==> src/rtl/im_loader.sv <==
// im_loader: boot-time instruction-memory writer.
// Receives a byte stream (16-bit little-endian word count, payload words,
// XOR checksum), writes little-endian 32-bit words into IM at consecutive
// word addresses, and holds the core in reset until a load finishes with
// a matching checksum.
// Optional build macro IM_LOADER_VERIFY_EN adds a read-back pass that
// re-derives the checksum from IM contents before declaring success.
module im_loader #(
    parameter int ADDR_W    = 16,
    parameter int BASE_ADDR = 0,
    parameter int MAX_WORDS = 4096
) (
    input  logic              clk,
    input  logic              rst_n,
    input  logic              start_i,
    input  logic [7:0]        rx_data_i,
    input  logic              rx_valid_i,
    output logic              rx_ready_o,
    output logic              IM_enable_o,
    output logic              IM_write_o,
    output logic [ADDR_W-1:0] IM_address_o,
    output logic [31:0]       IM_in_o,
    input  logic [31:0]       IM_out_i,
    output logic              busy_o,
    output logic              done_o,
    output logic              err_o,
    output logic              core_rst_n_o,
    output logic [15:0]       words_o
);

    typedef enum logic [3:0] {
        S_IDLE,
        S_LEN0,
        S_LEN1,
        S_DATA,
        S_WRITE,
        S_CKSUM,
        S_DONE,
        S_ERR
`ifdef IM_LOADER_VERIFY_EN
        ,
        S_VRD,
        S_VCMP
`endif
    } state_t;

    state_t            state;
    state_t            state_next;

    logic              xfer;
    logic [15:0]       len_rx;
    logic              len_too_big;
    logic              last_word;
    logic [ADDR_W-1:0] word_addr;

    logic [15:0]       count;
    logic [7:0]        cnt_lo;
    logic [1:0]        byte_idx;
    logic [15:0]       word_idx;
    logic [31:0]       word_buf;
    logic [7:0]        acc;
    logic              done_flag;
    logic              err_flag;
    logic [ADDR_W-1:0] addr;
    logic [31:0]       wdata;

`ifdef IM_LOADER_VERIFY_EN
    logic [7:0]        cksum;
    logic [7:0]        vacc;
    logic [7:0]        vacc_next;
    logic [15:0]       r_idx;
    logic              last_read;
`else
    logic              unused_im_out;
`endif

    assign xfer        = rx_valid_i & rx_ready_o;
    // Full count as it stands when the high byte arrives in LEN1.
    assign len_rx      = {rx_data_i, cnt_lo};
    assign len_too_big = int'(len_rx) > MAX_WORDS;
    assign last_word   = (word_idx + 16'd1) == count;
    assign word_addr   = ADDR_W'(BASE_ADDR) + ADDR_W'(word_idx);

`ifdef IM_LOADER_VERIFY_EN
    // Read data arrives one cycle after VRD, so it is folded in during VCMP.
    assign vacc_next = vacc ^ IM_out_i[7:0] ^ IM_out_i[15:8]
                            ^ IM_out_i[23:16] ^ IM_out_i[31:24];
    assign last_read = (r_idx + 16'd1) == count;
`else
    assign unused_im_out = ^IM_out_i;
`endif

    assign IM_address_o = addr;
    assign IM_in_o      = wdata;
    assign done_o       = done_flag;
    assign err_o        = err_flag;
    assign core_rst_n_o = done_flag;
    assign words_o      = count;

    // State register.
    always_ff @(posedge clk) begin
        if (!rst_n) begin
            state <= S_IDLE;
        end else begin
            state <= state_next;
        end
    end

    // Next-state decode.
    always_comb begin
        state_next = state;
        case (state)
            S_IDLE: begin
                if (start_i) begin
                    state_next = S_LEN0;
                end
            end
            S_LEN0: begin
                if (xfer) begin
                    state_next = S_LEN1;
                end
            end
            S_LEN1: begin
                if (xfer) begin
                    if (len_too_big) begin
                        state_next = S_ERR;
                    end else if (len_rx == 16'd0) begin
                        state_next = S_CKSUM;
                    end else begin
                        state_next = S_DATA;
                    end
                end
            end
            S_DATA: begin
                if (xfer && byte_idx == 2'd3) begin
                    state_next = S_WRITE;
                end
            end
            S_WRITE: begin
                state_next = last_word ? S_CKSUM : S_DATA;
            end
            S_CKSUM: begin
                if (xfer) begin
                    if (rx_data_i != acc) begin
                        state_next = S_ERR;
                    end else begin
`ifdef IM_LOADER_VERIFY_EN
                        state_next = (count == 16'd0) ? S_DONE : S_VRD;
`else
                        state_next = S_DONE;
`endif
                    end
                end
            end
`ifdef IM_LOADER_VERIFY_EN
            S_VRD: begin
                state_next = S_VCMP;
            end
            S_VCMP: begin
                if (!last_read) begin
                    state_next = S_VRD;
                end else begin
                    state_next = (vacc_next == cksum) ? S_DONE : S_ERR;
                end
            end
`endif
            S_DONE:  state_next = S_IDLE;
            S_ERR:   state_next = S_IDLE;
            default: state_next = S_IDLE;
        endcase
    end

    // Per-state stream handshake, IM strobes and busy indication.
    always_comb begin
        rx_ready_o  = 1'b0;
        IM_enable_o = 1'b1;
        IM_write_o  = 1'b1;
        busy_o      = 1'b1;
        case (state)
            S_IDLE, S_DONE, S_ERR: begin
                busy_o = 1'b0;
            end
            S_LEN0, S_LEN1, S_DATA, S_CKSUM: begin
                rx_ready_o = 1'b1;
            end
            S_WRITE: begin
                IM_enable_o = 1'b0;
                IM_write_o  = 1'b0;
            end
`ifdef IM_LOADER_VERIFY_EN
            S_VRD: begin
                IM_enable_o = 1'b0;
            end
`endif
            default: ;
        endcase
    end

    // Control state: status flags, counters, checksum and IM address/data.
    always_ff @(posedge clk) begin
        if (!rst_n) begin
            done_flag <= 1'b0;
            err_flag  <= 1'b0;
            count     <= '0;
            byte_idx  <= '0;
            word_idx  <= '0;
            acc       <= '0;
            addr      <= '0;
            wdata     <= '0;
`ifdef IM_LOADER_VERIFY_EN
            r_idx     <= '0;
            vacc      <= '0;
`endif
        end else begin
            // Flags are sticky until the next accepted start.
            if (state_next == S_DONE) begin
                done_flag <= 1'b1;
            end
            if (state_next == S_ERR) begin
                err_flag <= 1'b1;
            end
            case (state)
                S_IDLE: begin
                    if (start_i) begin
                        done_flag <= 1'b0;
                        err_flag  <= 1'b0;
                        acc       <= '0;
                    end
                end
                S_LEN0: begin
                    if (xfer) begin
                        acc <= acc ^ rx_data_i;
                    end
                end
                S_LEN1: begin
                    if (xfer) begin
                        acc      <= acc ^ rx_data_i;
                        count    <= len_rx;
                        byte_idx <= '0;
                        word_idx <= '0;
                    end
                end
                S_DATA: begin
                    if (xfer) begin
                        acc      <= acc ^ rx_data_i;
                        byte_idx <= byte_idx + 2'd1;
                        // Present address and the completed word during WRITE.
                        if (byte_idx == 2'd3) begin
                            addr  <= word_addr;
                            wdata <= {rx_data_i, word_buf[23:0]};
                        end
                    end
                end
                S_WRITE: begin
                    word_idx <= word_idx + 16'd1;
                end
`ifdef IM_LOADER_VERIFY_EN
                S_CKSUM: begin
                    if (state_next == S_VRD) begin
                        r_idx <= '0;
                        vacc  <= count[7:0] ^ count[15:8];
                        addr  <= ADDR_W'(BASE_ADDR);
                    end
                end
                S_VCMP: begin
                    vacc  <= vacc_next;
                    r_idx <= r_idx + 16'd1;
                    if (state_next == S_VRD) begin
                        addr <= ADDR_W'(BASE_ADDR) + ADDR_W'(r_idx + 16'd1);
                    end
                end
`endif
                default: ;
            endcase
        end
    end

    // Payload staging: count low byte, word assembly and received checksum.
    always_ff @(posedge clk) begin
        if (state == S_LEN0 && xfer) begin
            cnt_lo <= rx_data_i;
        end
        if (state == S_DATA && xfer) begin
            word_buf[{byte_idx, 3'b000} +: 8] <= rx_data_i;
        end
`ifdef IM_LOADER_VERIFY_EN
        if (state == S_CKSUM && xfer) begin
            cksum <= rx_data_i;
        end
`endif
    end

endmodule
==> config.mk <==
export PLATFORM = sky130hd
export DESIGN_NAME = im_loader
export DESIGN_NICKNAME = d
export VERILOG_FILES = /design/src/rtl/im_loader.sv
export SDC_FILE = /design/constraint.sdc
export NUM_CORES = 1
export LEC_CHECK = 0
export BUFFER_PORTS_ARGS = -buffer_cell sky130_fd_sc_hd__buf_2
export CORE_UTILIZATION = 45
export DETAILED_ROUTE_END_ITERATION = 12
export HOLD_SLACK_MARGIN = 0.15
export PLACE_DENSITY_LB_ADDON = 0.12
export SYNTH_ARGS = -nofsm -noshare
export SYNTH_HDL_FRONTEND = slang
export SYNTH_SLANG_ARGS = --single-unit
==> constraint.sdc <==
create_clock -name clk -period 2.8 [get_ports clk]
set_input_delay 0.14 -clock clk [delete_from_list [all_inputs] [get_ports clk]]
set_output_delay 0.14 -clock clk [all_outputs]
set_load 0.01 [all_outputs]
==> out/results.txt <==
Fin util - 0.553
Critical path peak fanout - 8
Type of the worst min-delay path - input port to flop
Worst-case clock buffer depth - 2
Post-Place Setup Slack - 0.526 ns
Die area - 13700 um2
Post-route cell area - 7060 um2
Number of global-route vias before repair - 4462
Relative slew slack - 0.527
Yosys warns - 0
Cell taking the most area after synthesis - dfxtp_1
Synth Area per Inst - 8.93 um2
Worst slew pin tran - 0.708 ns
Post-Syn Area - 5970 um2
Post-synth EDFFs - 32
Setup TNS - 0 ns
CP required - 3.16 ns
Placed cell area - 6370 um2
Insertion delay to the later sink of the worst-skew pair - 0.42 ns
Worst-case clock skew - 0.00582 ns
DP HPWL - 9920 um
CTS tree - yes
Cell Pwr Density - 595 nW/um2
Setup Viol. Count Final - 0
Tot Pwr - 4.20 mW
Ant diodes - 0
Synth area leaders - dfxtp_1, edfxtp_1, nand2_1
Max Clk Rate - 435 MHz
Global-route wire length before repair - 23200 um
Net Count, Synth - 718
Via density - 5.28
Clk pin slew, worst setup/hold paths - 0.06 ns
Initial antenna violation count - 0
Total CTS buffers - 17
Initial Util - 0.467
CTS Sinks - 128
Crit end category - flop
Post-DRT Antenna Nets - 0
DRT Pass-1 Iters - 4
Layout cells sized above 1 - 0.202
Min Tclk post-route - 2.30 ns
Cells after Synth - 668
Vias - 4866
Worst setup path class - flop to flop
Wire per inst - 15.8 um
RSZ-0062 raised after global routing - false
Root Buffer - clkbuf_16
Gr usage total - 0.227
Post-synthesis sequential area ratio - 0.483
Final net count - 786
Die H - 117 um
P&R area growth vs syn - 18.4%
Yosys reg bits - 128
Core ar. - 12800 um2
FFs w/ async S/R, synth - 0
Leakage power total - 2.69 nW
CTS HTree Levels - 4
1st-iter DRT viols - 324
Post-route clock period utilization - 0.821
Startpoint type of the worst setup path - flop
Maximum vdd drop - 0.316 mV
Most used flip-flop cell after synthesis - dfxtp_1
Grt ovf - 0
Netlist cell types - 74
DIE WIDTH - 117 um
Worst Path Arrival - 2.66 ns
Top-level port count - 115
Max Transition Viols Final - 0
Status - complete, no violations
Hold Vio Cnt, Final - 0
Core Rows - 41
Largest net degree at the start of global routing - 50
Setup ws final - 0.501 ns
Worst hold slack - 0.296 ns
I/O Buffers - 82
Top cell type's share of synthesized area - 0.322
Max Cap Violations - 0
Final Non-Filler Cells - 921
Routed WL - 14600 um
Layout filler cell count - 1218
Routability cong. - 0.902
Placed Cells - 879
DRC viols - 0
## cell usage in the layout (no fill, tap or decap), types with 4 or more instances in the layout
cell type and count:
o21ai_0 22, buf_4 11, dfxtp_1 96, buf_2 82, nor4_1 9, xor2_1 15, and2_1 25, clkbuf_16 17
nand2_1 147, a21oi_1 95, nand3_1 13, a31oi_1 4, nor2_1 32, inv_1 6, nand4_1 4, edfxtp_1 32
dlygate4sd3_1 10, ha_1 6, nor3b_1 4, and3_1 8, clkinvlp_4 4, xnor2_1 11, nor3_1 4, nand3b_1 8
## cell families after synthesis
group,count (synthesis),share of synthesized area
AND/OR/NAND/NOR,289,0.246
AO/OA/AOI/OAI,148,0.148
flip-flops,128,0.483
buffers and inverters,63,0.0562
XOR/XNOR,29,0.0464
adder cells (fa/ha/maj),6,0.0126
multiplexers,4,0.00713
other,1,0.000629
## registers in the layout (all words and copies together), names as in the netlist
signal and count:
IM_address_o 16, IM_in_o 32, acc 8, byte_idx 2, cnt_lo 8, core_rst_n_o 1, err_o 1, state 4
word_buf 24, word_idx 16, words_o 16
## final timing paths
kind	start	to	slack, ns	cells after the start
setup / recovery	word_idx[1]$_SDFFE_PN0P_	state[2]$_SDFF_PN0_	0.50	7
hold / removal	rx_valid_i	byte_idx[0]$_SDFFE_PN0P_	0.30	4
setup reg to reg	word_idx[1]$_SDFFE_PN0P_	state[2]$_SDFF_PN0_	0.50	7
hold reg to reg	IM_in_o[14]$_SDFFE_PN0P_	IM_in_o[14]$_SDFFE_PN0P_	0.45	2
## power by group
group	switching, mW	leakage [nW]	total, mW	internal (mW)
Clock	0.780	0.277	2.19	1.41
Sequential	0.00677	1.07	1.90	1.89
Combinational	0.0727	1.35	0.107	0.0344
## final cells by class
type	instances	area, um2	share of cell area
Sequential cell	128	2880	0.408
Multi-Input combinational cell	477	2750	0.389
Timing Repair Buffer	103	593	0.0840
Clock buffer	21	450	0.0638
Tap cell	172	215	0.0305
Clock inverter	11	139	0.0197
Inverter	9	33.8	0.00478
## what timing repair did
item / CTS / global route
endpoints found under the hold margin: 35 / 0
gates resized for setup: 0 / 0
hold buffers: 10 / 0
setup buffers: 0 / 0
## cell usage after synthesis, types with 4 or more instances
library cell and instances:
nor4_1 9, nor3b_1 4, nand3_1 13, inv_1 6, nand3b_1 8, edfxtp_1 32
a21oi_1 95, clkbuf_1 27, nor3_1 4, a31oi_1 4, xor2_1 15, ha_1 6
nand2_1 147, nand4_1 4, buf_6 8, xnor2_1 11, buf_4 5, o21ai_0 22
dfxtp_1 96, nor2_1 32, and3_1 8, and2_1 25, buf_2 13
## per-layer routing
layer / track usage / vias to the layer above / part of all wire
met5: 0 / - / 0
met4: 0.0835 / 0 / 0.015
met3: 0.0499 / 20 / 0.060
met2: 0.342 / 156 / 0.45
met1: 0.320 / 2256 / 0.47
li1: - / 2434 / -
## critical path, cell delays in order, from the launching register on
cell and delay, ns:
dfxtp_1 0.48, ha_1 0.39, nand3_2 0.19, nor4_4 0.37, xnor2_1 0.18, o22ai_2 0.13
a2111oi_4 0.32, a31o_1 0.18
No activity file was read; power rests on OpenSTA's default activity.
